## src/rtl/rv32_inst_encoder_if.sv

```systemverilog
// Bus bundle between a program source and the RV32I encoder: field-bundle input,
// encoded-word output to instruction memory, and status.
interface rv32_inst_encoder_if #(
  parameter int ADDR_W = 16,
  parameter int ERR_W  = 8
);
  logic              start;
  logic              in_valid;
  logic              in_ready;
  logic              in_last;
  logic [6:0]        in_opcode;
  logic [2:0]        in_funct3;
  logic [6:0]        in_funct7;
  logic [4:0]        in_rd;
  logic [4:0]        in_rs1;
  logic [4:0]        in_rs2;
  logic [31:0]       in_imm;
  logic              out_valid;
  logic              out_ready;
  logic [ADDR_W-1:0] out_addr;
  logic [31:0]       out_word;
  logic              busy;
  logic              done;
  logic              err_flag;
  logic [ERR_W-1:0]  err_count;

  modport master (
    output start, in_valid, in_last, in_opcode, in_funct3, in_funct7,
           in_rd, in_rs1, in_rs2, in_imm, out_ready,
    input  in_ready, out_valid, out_addr, out_word, busy, done, err_flag, err_count
  );

  modport slave (
    input  start, in_valid, in_last, in_opcode, in_funct3, in_funct7,
           in_rd, in_rs1, in_rs2, in_imm, out_ready,
    output in_ready, out_valid, out_addr, out_word, busy, done, err_flag, err_count
  );
endinterface

```

## src/rtl/rv32_inst_encoder.sv

```systemverilog
// RV32I instruction encoder / program loader: packs decoded fields into machine words
// and streams them with word-aligned addresses to an instruction-memory write port.
module rv32_inst_encoder #(
  parameter int                ADDR_W    = 16,
  parameter logic [ADDR_W-1:0] BASE_ADDR = '0,
  parameter int                ERR_W     = 8
) (
  input logic              sysclk,
  input logic              cpu_resetn,
  rv32_inst_encoder_if.slave bus
);

  typedef enum logic [1:0] {S_IDLE, S_RUN, S_DRAIN, S_DONE} state_e;

  localparam logic [6:0] OP_R      = 7'b0110011;
  localparam logic [6:0] OP_IMM    = 7'b0010011;
  localparam logic [6:0] OP_LOAD   = 7'b0000011;
  localparam logic [6:0] OP_JALR   = 7'b1100111;
  localparam logic [6:0] OP_STORE  = 7'b0100011;
  localparam logic [6:0] OP_BRANCH = 7'b1100011;
  localparam logic [6:0] OP_LUI    = 7'b0110111;
  localparam logic [6:0] OP_AUIPC  = 7'b0010111;
  localparam logic [6:0] OP_JAL    = 7'b1101111;

  state_e            state_q, state_d;
  logic              out_valid_q, out_valid_d;
  logic [ADDR_W-1:0] out_addr_q, out_addr_d;
  logic [ADDR_W-1:0] next_addr_q, next_addr_d;
  logic [31:0]       out_word_q, out_word_d;
  logic              err_flag_q, err_flag_d;
  logic [ERR_W-1:0]  err_count_q, err_count_d;

  logic        in_ready;
  logic        accept;
  logic        start_ok;
  logic        legal;
  logic [31:0] enc_word;
  logic        imm_i_ok, imm_b_ok, imm_j_ok;

  logic [6:0]  op, f7;
  logic [2:0]  f3;
  logic [4:0]  rd, rs1, rs2;
  logic [31:0] imm;

  assign op  = bus.in_opcode;
  assign f3  = bus.in_funct3;
  assign f7  = bus.in_funct7;
  assign rd  = bus.in_rd;
  assign rs1 = bus.in_rs1;
  assign rs2 = bus.in_rs2;
  assign imm = bus.in_imm;

  // Range checks: the bits above the field's sign bit must all equal that sign bit.
  assign imm_i_ok = (&imm[31:11]) | ~(|imm[31:11]);
  assign imm_b_ok = ~imm[0] & ((&imm[31:12]) | ~(|imm[31:12]));
  assign imm_j_ok = ~imm[0] & ((&imm[31:20]) | ~(|imm[31:20]));

  always_ff @(posedge sysclk) begin
    if (!cpu_resetn) state_q <= S_IDLE;
    else             state_q <= state_d;
  end

  always_comb begin
    state_d = state_q;
    case (state_q)
      S_IDLE:  if (bus.start) state_d = S_RUN;
      S_RUN:   if (accept && bus.in_last) state_d = S_DRAIN;
      S_DRAIN: if (!out_valid_q) state_d = S_DONE;
      S_DONE:  if (bus.start) state_d = S_RUN;
      default: state_d = S_IDLE;
    endcase
  end

  always_comb begin
    in_ready = (state_q == S_RUN) && (!out_valid_q || bus.out_ready);
    start_ok = bus.start && ((state_q == S_IDLE) || (state_q == S_DONE));
    bus.busy = (state_q == S_RUN) || (state_q == S_DRAIN);
    bus.done = (state_q == S_DONE);
  end

  assign accept        = bus.in_valid && in_ready;
  assign bus.in_ready  = in_ready;
  assign bus.out_valid = out_valid_q;
  assign bus.out_addr  = out_addr_q;
  assign bus.out_word  = out_word_q;
  assign bus.err_flag  = err_flag_q;
  assign bus.err_count = err_count_q;

  always_comb begin
    legal    = 1'b0;
    enc_word = '0;
    case (op)
      OP_R: begin
        enc_word = {f7, rs2, rs1, f3, rd, op};
        legal    = (f7 == 7'h00) || (f7 == 7'h01) ||
                   ((f7 == 7'h20) && ((f3 == 3'b000) || (f3 == 3'b101)));
      end
      OP_IMM: begin
        if ((f3 == 3'b001) || (f3 == 3'b101)) begin
          enc_word = {f7, imm[4:0], rs1, f3, rd, op};
          legal    = (imm[31:5] == '0) &&
                     ((f7 == 7'h00) || ((f3 == 3'b101) && (f7 == 7'h20)));
        end else begin
          enc_word = {imm[11:0], rs1, f3, rd, op};
          legal    = imm_i_ok;
        end
      end
      OP_LOAD: begin
        enc_word = {imm[11:0], rs1, f3, rd, op};
        legal    = imm_i_ok && !(f3 inside {3'b011, 3'b110, 3'b111});
      end
      OP_JALR: begin
        enc_word = {imm[11:0], rs1, f3, rd, op};
        legal    = imm_i_ok && (f3 == 3'b000);
      end
      OP_STORE: begin
        enc_word = {imm[11:5], rs2, rs1, f3, imm[4:0], op};
        legal    = imm_i_ok && (f3 <= 3'b010);
      end
      OP_BRANCH: begin
        enc_word = {imm[12], imm[10:5], rs2, rs1, f3, imm[4:1], imm[11], op};
        legal    = imm_b_ok && (f3 != 3'b010) && (f3 != 3'b011);
      end
      OP_LUI, OP_AUIPC: begin
        enc_word = {imm[31:12], rd, op};
        legal    = (imm[11:0] == '0);
      end
      OP_JAL: begin
        enc_word = {imm[20], imm[10:1], imm[11], imm[19:12], rd, op};
        legal    = imm_j_ok;
      end
      default: begin
        enc_word = '0;
        legal    = 1'b0;
      end
    endcase
  end

  // A pop and a fresh accept in the same cycle simply overwrite the output register.
  always_comb begin
    out_valid_d = out_valid_q;
    out_addr_d  = out_addr_q;
    next_addr_d = next_addr_q;
    out_word_d  = out_word_q;
    err_flag_d  = err_flag_q;
    err_count_d = err_count_q;
    if (out_valid_q && bus.out_ready) out_valid_d = 1'b0;
    if (start_ok) begin
      out_addr_d  = BASE_ADDR;
      next_addr_d = BASE_ADDR;
      err_flag_d  = 1'b0;
      err_count_d = '0;
    end
    if (accept) begin
      if (legal) begin
        out_valid_d = 1'b1;
        out_word_d  = enc_word;
        out_addr_d  = next_addr_q;
        next_addr_d = next_addr_q + ADDR_W'(4);
      end else begin
        err_flag_d = 1'b1;
        if (err_count_q != '1) err_count_d = err_count_q + ERR_W'(1);
      end
    end
  end

  always_ff @(posedge sysclk) begin
    if (!cpu_resetn) begin
      out_valid_q <= 1'b0;
      out_addr_q  <= BASE_ADDR;
      next_addr_q <= BASE_ADDR;
      out_word_q  <= '0;
      err_flag_q  <= 1'b0;
      err_count_q <= '0;
    end else begin
      out_valid_q <= out_valid_d;
      out_addr_q  <= out_addr_d;
      next_addr_q <= next_addr_d;
      out_word_q  <= out_word_d;
      err_flag_q  <= err_flag_d;
      err_count_q <= err_count_d;
    end
  end

endmodule

```

## src/flat_wrapper.sv

```systemverilog
// flat-port wrapper written by rule: the top's interface ports become plain ports
module rv32_inst_encoder_flat 
#(
  parameter int                ADDR_W    = 16,
  parameter logic [ADDR_W-1:0] BASE_ADDR = '0,
  parameter int                ERR_W     = 8
)
  (sysclk, cpu_resetn, bus_start, bus_in_valid, bus_in_last, bus_in_opcode, bus_in_funct3, bus_in_funct7, bus_in_rd, bus_in_rs1, bus_in_rs2, bus_in_imm, bus_out_ready, bus_in_ready, bus_out_valid, bus_out_addr, bus_out_word, bus_busy, bus_done, bus_err_flag, bus_err_count);
  rv32_inst_encoder_if #(.ADDR_W(ADDR_W), .ERR_W(ERR_W)) bus_i ();
  input logic sysclk;
  input logic cpu_resetn;
  input wire logic [$bits(bus_i.start)-1:0] bus_start;
  input wire logic [$bits(bus_i.in_valid)-1:0] bus_in_valid;
  input wire logic [$bits(bus_i.in_last)-1:0] bus_in_last;
  input wire logic [$bits(bus_i.in_opcode)-1:0] bus_in_opcode;
  input wire logic [$bits(bus_i.in_funct3)-1:0] bus_in_funct3;
  input wire logic [$bits(bus_i.in_funct7)-1:0] bus_in_funct7;
  input wire logic [$bits(bus_i.in_rd)-1:0] bus_in_rd;
  input wire logic [$bits(bus_i.in_rs1)-1:0] bus_in_rs1;
  input wire logic [$bits(bus_i.in_rs2)-1:0] bus_in_rs2;
  input wire logic [$bits(bus_i.in_imm)-1:0] bus_in_imm;
  input wire logic [$bits(bus_i.out_ready)-1:0] bus_out_ready;
  output wire logic [$bits(bus_i.in_ready)-1:0] bus_in_ready;
  output wire logic [$bits(bus_i.out_valid)-1:0] bus_out_valid;
  output wire logic [$bits(bus_i.out_addr)-1:0] bus_out_addr;
  output wire logic [$bits(bus_i.out_word)-1:0] bus_out_word;
  output wire logic [$bits(bus_i.busy)-1:0] bus_busy;
  output wire logic [$bits(bus_i.done)-1:0] bus_done;
  output wire logic [$bits(bus_i.err_flag)-1:0] bus_err_flag;
  output wire logic [$bits(bus_i.err_count)-1:0] bus_err_count;
  assign bus_i.start = bus_start;
  assign bus_i.in_valid = bus_in_valid;
  assign bus_i.in_last = bus_in_last;
  assign bus_i.in_opcode = bus_in_opcode;
  assign bus_i.in_funct3 = bus_in_funct3;
  assign bus_i.in_funct7 = bus_in_funct7;
  assign bus_i.in_rd = bus_in_rd;
  assign bus_i.in_rs1 = bus_in_rs1;
  assign bus_i.in_rs2 = bus_in_rs2;
  assign bus_i.in_imm = bus_in_imm;
  assign bus_i.out_ready = bus_out_ready;
  assign bus_in_ready = bus_i.in_ready;
  assign bus_out_valid = bus_i.out_valid;
  assign bus_out_addr = bus_i.out_addr;
  assign bus_out_word = bus_i.out_word;
  assign bus_busy = bus_i.busy;
  assign bus_done = bus_i.done;
  assign bus_err_flag = bus_i.err_flag;
  assign bus_err_count = bus_i.err_count;
  rv32_inst_encoder #(.ADDR_W(ADDR_W), .BASE_ADDR(BASE_ADDR), .ERR_W(ERR_W)) u_core (.sysclk(sysclk), .cpu_resetn(cpu_resetn), .bus(bus_i));
endmodule
```

## config.mk

```make
export PLATFORM = sky130hd
export DESIGN_NAME = rv32_inst_encoder_flat
export DESIGN_NICKNAME = d
export VERILOG_FILES = /design/src/rtl/rv32_inst_encoder_if.sv /design/src/rtl/rv32_inst_encoder.sv /design/src/flat_wrapper.sv
export SDC_FILE = /design/constraint.sdc
export NUM_CORES = 1
export LEC_CHECK = 0
export ABC_AREA = 0
export CAP_MARGIN = 20
export CORE_UTILIZATION = 43
export DETAILED_ROUTE_END_ITERATION = 10
export HOLD_SLACK_MARGIN = 0.03
export PLACE_DENSITY_LB_ADDON = 0.25
export SYNTH_ARGS = -nofsm -noshare
export SYNTH_HDL_FRONTEND = slang
export SYNTH_SLANG_ARGS = --single-unit
export TNS_END_PERCENT = 30
```

## constraint.sdc

```tcl
create_clock -name sysclk -period 2.6 [get_ports sysclk]
set_input_delay 0.65 -clock sysclk [delete_from_list [all_inputs] [get_ports sysclk]]
set_output_delay 0.65 -clock sysclk [all_outputs]
set_load 0.01 [all_outputs]
```

**After elaboration in Yosys (flattened, before gate mapping)**

Cells that the tools add are included.

- Add/subtract/negate cells: 2
- $mul: 0
- Divide/modulo/power cells: 0
- Magnitude comparators: 1
- Eq/ne operators: 25
- Shift-type cells: 0
- Multiplexer cells: 24
- Bitwise operators: 9
- Reduce and logical (&&, ||, !) cells: 40

Operators by type and width:

| kind | number |
|---|---|
| $pmux W32 S7 | 1 |
| $mux W16 | 6 |
| $mux W32 | 1 |
| $mux W8 | 4 |
| $eq A7 B6 Y1 const B | 4 |
| $logic_not A27 Y1 | 1 |
| $eq A7 B7 Y1 const B | 3 |
| $reduce_and A21 Y1 | 1 |
| $reduce_or A21 Y1 | 1 |
| $reduce_and A20 Y1 | 1 |
| $reduce_or A20 Y1 | 1 |
| $add A16 B3 Y16 const B | 1 |
| $eq A7 B5 Y1 const B | 2 |
| $logic_and A1 B1 Y1 | 13 |
| $logic_not A12 Y1 | 1 |
| $reduce_and A12 Y1 | 1 |
| $reduce_or A12 Y1 | 1 |
| $eq A3 B3 Y1 const B | 3 |
| $add A8 B1 Y8 const B | 1 |
| $logic_or A1 B1 Y1 | 8 |
| $ne A8 B8 Y1 const B | 1 |
| $pmux W1 S8 | 1 |
| $eq A7 B1 Y1 const B | 1 |
| $eq A7 B2 Y1 const B | 1 |
| 22 further kinds | 42 |

- Bits in registers: 76
- Latch bits: 0
- Bits in writable memories: 0
- Bits in read-only memories: 0
- Input port bits: 70
- Logic and storage cells: 108
- Memories kept: 0

**Depth between registers and ports, before layout**

- Depth after elaboration: 9
- Depth in mapped cells: 11
- Mapped depth without buffers: 8

**Worst setup path before layout**

No wires, ideal clock.

- Kind: input to register
- Start point: in bus_in_opcode[4]
- End point: reg u_core.next_addr_q[7]
- Arrival time: 2.451 ns
- Required time: 2.478 ns
- Setup slack: 0.027 ns
- Cell stages on the path: 9
- Path through: buf_6 nand3b_1 nor4b_1 nand3_1 a21oi_2 a211o_1 buf_6 a21oi_4 a221o_1

- Cells in the longest elaborated chain, start to end: 5
- Elaborated cells on any way between the ends: 13

Ends and longest elaborated chain:

| what | line | text |
|---|---|---|
| start, declared | flat_wrapper.sv:15 | `input wire logic [$bits(bus_i.in_opcode)-1:0] bus_in_opcode;` |
| $eq A7 B6 Y1 / $eq A7 B5 Y1 (equally long branches) | rv32_inst_encoder.sv:92 | `case (op)` |
| $reduce_or A2 Y1 | rv32_inst_encoder.sv:92 |  |
| $pmux W1 S8 (*) | rv32_inst_encoder.sv:92 |  |
| $mux W16 (*) | rv32_inst_encoder.sv:155 | `if (legal) begin` |
| $mux W16 (*) | rv32_inst_encoder.sv:154 | `if (accept) begin` |
| end signal, assigned | rv32_inst_encoder.sv:178 | `next_addr_q <= next_addr_d;` |
| end, declared | rv32_inst_encoder.sv:28 | `logic [ADDR_W-1:0] next_addr_q, next_addr_d;` |

Every way passes the cells marked *; elsewhere a longest branch is shown, timed or not.
A chain may end at the register's enable or synchronous reset.

**Worst setup path in the final report**

- Start point: in bus_out_ready
- End point: out bus_in_ready

- Cells in the longest elaborated chain, start to end: 2

Ends and longest elaborated chain:

| what | line | text |
|---|---|---|
| start, declared | flat_wrapper.sv:22 | `input wire logic [$bits(bus_i.out_ready)-1:0] bus_out_ready;` |
| $logic_or A1 B1 Y1 | rv32_inst_encoder.sv:75 | `in_ready = (state_q == S_RUN) && (!out_valid_q \|\| bus.out_ready);` |
| $logic_and A1 B1 Y1 | rv32_inst_encoder.sv:75 |  |
| end, declared | flat_wrapper.sv:23 | `output wire logic [$bits(bus_i.in_ready)-1:0] bus_in_ready;` |

Every way passes these cells.

==> flow_summary.toml <==
[run_status]
status = "completed"

[timing]
relSlewSlack_pct = 63.55
final_hold_viol_count = 0
finalCritPeriodShare_pct = 98.71
worstMarginPinSlew_ns = 0.5442
report.final.setup_viol = 0
fin_crit_ns = 2.566
max_freq_mhz = 389.7
finalWorstSetupSlack_ns = 0.03361
maxSlewViolCount = 0
clock_skew_ns = 0.009459

[pwr]
seq_power_share_pct = 43.6
combPwrFrac_pct = 24.7
p_sw_uw = 889.3
leakagePower_uw = 0.002771
switching_share_pct = 32.20
powerDensity_nw_per_um2 = 401.8
ir_drop_uv = 252.0
p_clk_share_pct = 31.6
p_int_uw = 1872

[route]
vias = 5138
drt_iter0_drc = 294
via_per_inst = 5.799
first_pass_iters = 5
final_antenna_net_count = 0
avgRoutedWirePerCell_um = 17.57
post-route-drc-count = 0
totalWireLength_mm = 15.57

[critical_path]
crit_buf_inv = 2
max_stage_delay_ns = 0.54
crit_family = "buffers and inverters"
path_class = "in2out"
critPathRequiredTime_ns = 1.95
reg2reg_depth = 12
crit_arrival_ns = 1.92
crit_chain = "clkdlybuf4s50_1, nand2b_1, and2_1, clkdlybuf4s50_1"
worst-path-stages = 4
cp_max_fo = 3
slowest_stage = "clkdlybuf4s50_1"
critPathMostFrequentCell = "clkdlybuf4s50_1"
start_kind = "input pin"
crit_path_end_kind = "output port"

[placed_design]
place_ws_ns = -0.6488
dp.cells = 846
detailed_place_hpwl_mm = 11.00
port_buffers = 130
gp_congestion = 0.9714

[floorplanning]
die_area_um2 = 10270
fp-row-count = 35
die_h_um = 101.3
fp.coreArea_um2 = 9415
pin_count = 131
initial_core_util_pct = 45.05
die_x_um = 101.3

[grt]
grt_pass1_wl_mm = 24.13
overflow = 0
antenna_found_initial = 0
grt_pass1_vias = 4990
grt_use_total_pct = 30.23
grt_max_degree = 24

[worst_hold_path]
hold_class = "reg2reg"
min_delay_path_depth = 2

[clock_tree]
numCtsBuffers = 9
cts.clk_slew.worst_paths_ns = 0.08
clk_path_buf_depth = 2
ctsHtreeMaxLevel = 3
clock-sinks = 76
clock_latency_ns = 0.36
cts_tree = "built"
ctsRootBufferMaster = "clkbuf_8"

[synth]
synth_area_um2 = 4242
syn_inst = 534
seq_area_frac_synth_pct = 35.87
ys_seq_elements = 76
synthArstFlopShare_pct = 0
synth.distinct_cells = 60
synth_ff_type = "dfxtp_1"
synthesis.nets = 609
synth_warnings = 0
synth_area_per_cell_um2 = 7.943
synth-edff-count = 0

[cells_and_area]
fillerInstances = 749
final_cells = 886
area_growth_pct = 62.04
nNetsFinal = 827
drive_gt1_share_pct = 24.70
num_antenna_cells = 0

[job]
max-cap-violations = 0
synth_stat cells (all sizes together), types with 6 or more instances:
cell     n  share of area, %
nand4    8               1.2
a221o    8               1.9
nand2   81               7.2
a21oi   62               7.8
a31oi    6              0.89
a22o    13               2.7
o211ai   7               1.2
nor3    11               1.4
dfxtp   76                36
nor2    35               3.1
inv     13               1.2
a222oi  11               2.6
clkbuf  17               1.5
a21o     6               1.1
nor4     7               1.0
buf     20               3.8
nand3b   8               1.4
o21ai   20               2.6
nand4b   7               1.4
or4      6               1.2
or2     15               2.2
and3     8               1.2
nand3   37               4.4
cells in the final DEF, fill, tap and decap left out, types with 6 or more instances in the layout:
cell and instances:
buf_4 93, nand4_1 8, o21ai_0 13, o21ai_1 6
a22o_1 13, clkdlybuf4s50_1 84, clkbuf_8 10, clkbuf_2 6
a21o_1 6, buf_6 13, nand2_1 80, dlygate4sd2_1 15
dlymetal6s2s_1 21, nor3_1 7, a21oi_2 6, a31oi_1 6
a221o_1 6, nand3_1 35, nand3b_1 8, a222oi_1 11
and3_1 7, a21oi_1 53, inv_1 12, or2_1 8
nand4b_1 7, nor2_1 32, dfxtp_1 76, o211ai_1 7
kinds of logic after synthesis:
| logic type | after synthesis | synth area share [%] |
|---|---|---|
| buffers and inverters | 50 | 6.431 |
| and+or+nand+nor | 242 | 28.85 |
| xor gates and xnor gates | 3 | 0.6196 |
| AOI/OAI and AO/OA | 157 | 26.52 |
| DFF | 76 | 35.87 |
| adders and majority gates | 5 | 1.475 |
| muxes | 1 | 0.2360 |
tightest hold or removal path, cell delays in order, from the launching register on:
cell,delay (ns)
dfxtp_1,0.31
nand2_1,0.05
a21oi_1,0.05
final timing paths:
check	start	endpoint	slack [ns]
worst max register to register	u_core.state_q[1]	u_core.bus.out_word[3]	0.35
worst max-delay path	bus_out_ready	bus_in_ready	0.03
worst min register to register	u_core.bus.out_word[27]	u_core.bus.out_word[27]	0.45
worst min-delay path	u_core.bus.out_word[27]	u_core.bus.out_word[27]	0.45
through the flow:
| step | TNS (ns) | power [uW] | util [%] | instance area, um2 | hold WS (ns) |
|---|---|---|---|---|---|
| 3_5_place_dp | -41.54 | 1893 | 65.65 | 6181 | 0.4447 |
| 3_3_place_gp | -40.25 | 1872 | 65.65 | 6181 | 0.4420 |
| 6_report | 0 | 2761 | 73.00 | 6873 | 0.4524 |
| 4_1_cts | -0.1437 | 2760 | 70.72 | 6659 | 0.4555 |
| 2_1_floorplan | 0 | 1533 | - | 4242 | 0.4364 |
| 5_1_grt | -0.005058 | 2879 | 73.00 | 6873 | 0.4783 |
per-layer routing:
layer / global-route usage (%) / wire length [um]
met5: 0 / 0
met4: 16.83 / 702
met3: 6.625 / 1107
met2: 52.80 / 7752
met1: 34.23 / 6006
sequential cells by signal (all words and copies together), names as in the netlist:
signal	cells
u_core.bus.err_count	8
u_core.bus.out_valid	1
u_core.bus.out_word	32
u_core.bus.err_flag	1
u_core.bus.out_addr	16
u_core.state_q	2
u_core.next_addr_q	16
layout make-up:
cell class | instances | area (um2) | share of cell area [%]
Timing Repair Buffer | 244 | 2312 | 33.64
Clock buffer | 10 | 137.6 | 2.003
Tap cell | 129 | 161.4 | 2.348
Inverter | 13 | 48.80 | 0.7100
Sequential cell | 76 | 1521 | 22.14
Clock inverter | 6 | 47.55 | 0.6918
Multi-Input combinational cell | 408 | 2644 | 38.47
timing repair:
item / in CTS / in global routing
hold buffers: 0 / 0
endpoints found under the hold margin: 0 / 0
cloned: 3 / 2
buffers inserted: 14 / 5
endpoints found under the setup margin: 73 / 71
pin swaps: 34 / 31
resized for setup: 61 / 68
power by group through the flow:
| stage | Combinational, uW | Clock, uW | Sequential [uW] |
|---|---|---|---|
| global route | 738 | 934 | 1210 |
| CTS | 671 | 886 | 1200 |
| finish | 682 | 874 | 1210 |
| detailed placement | 662 | 0 | 1230 |
| floorplan | 304 | 0 | 1230 |
| global placement | 643 | 0 | 1230 |
(Power assumes the default switching activity.)
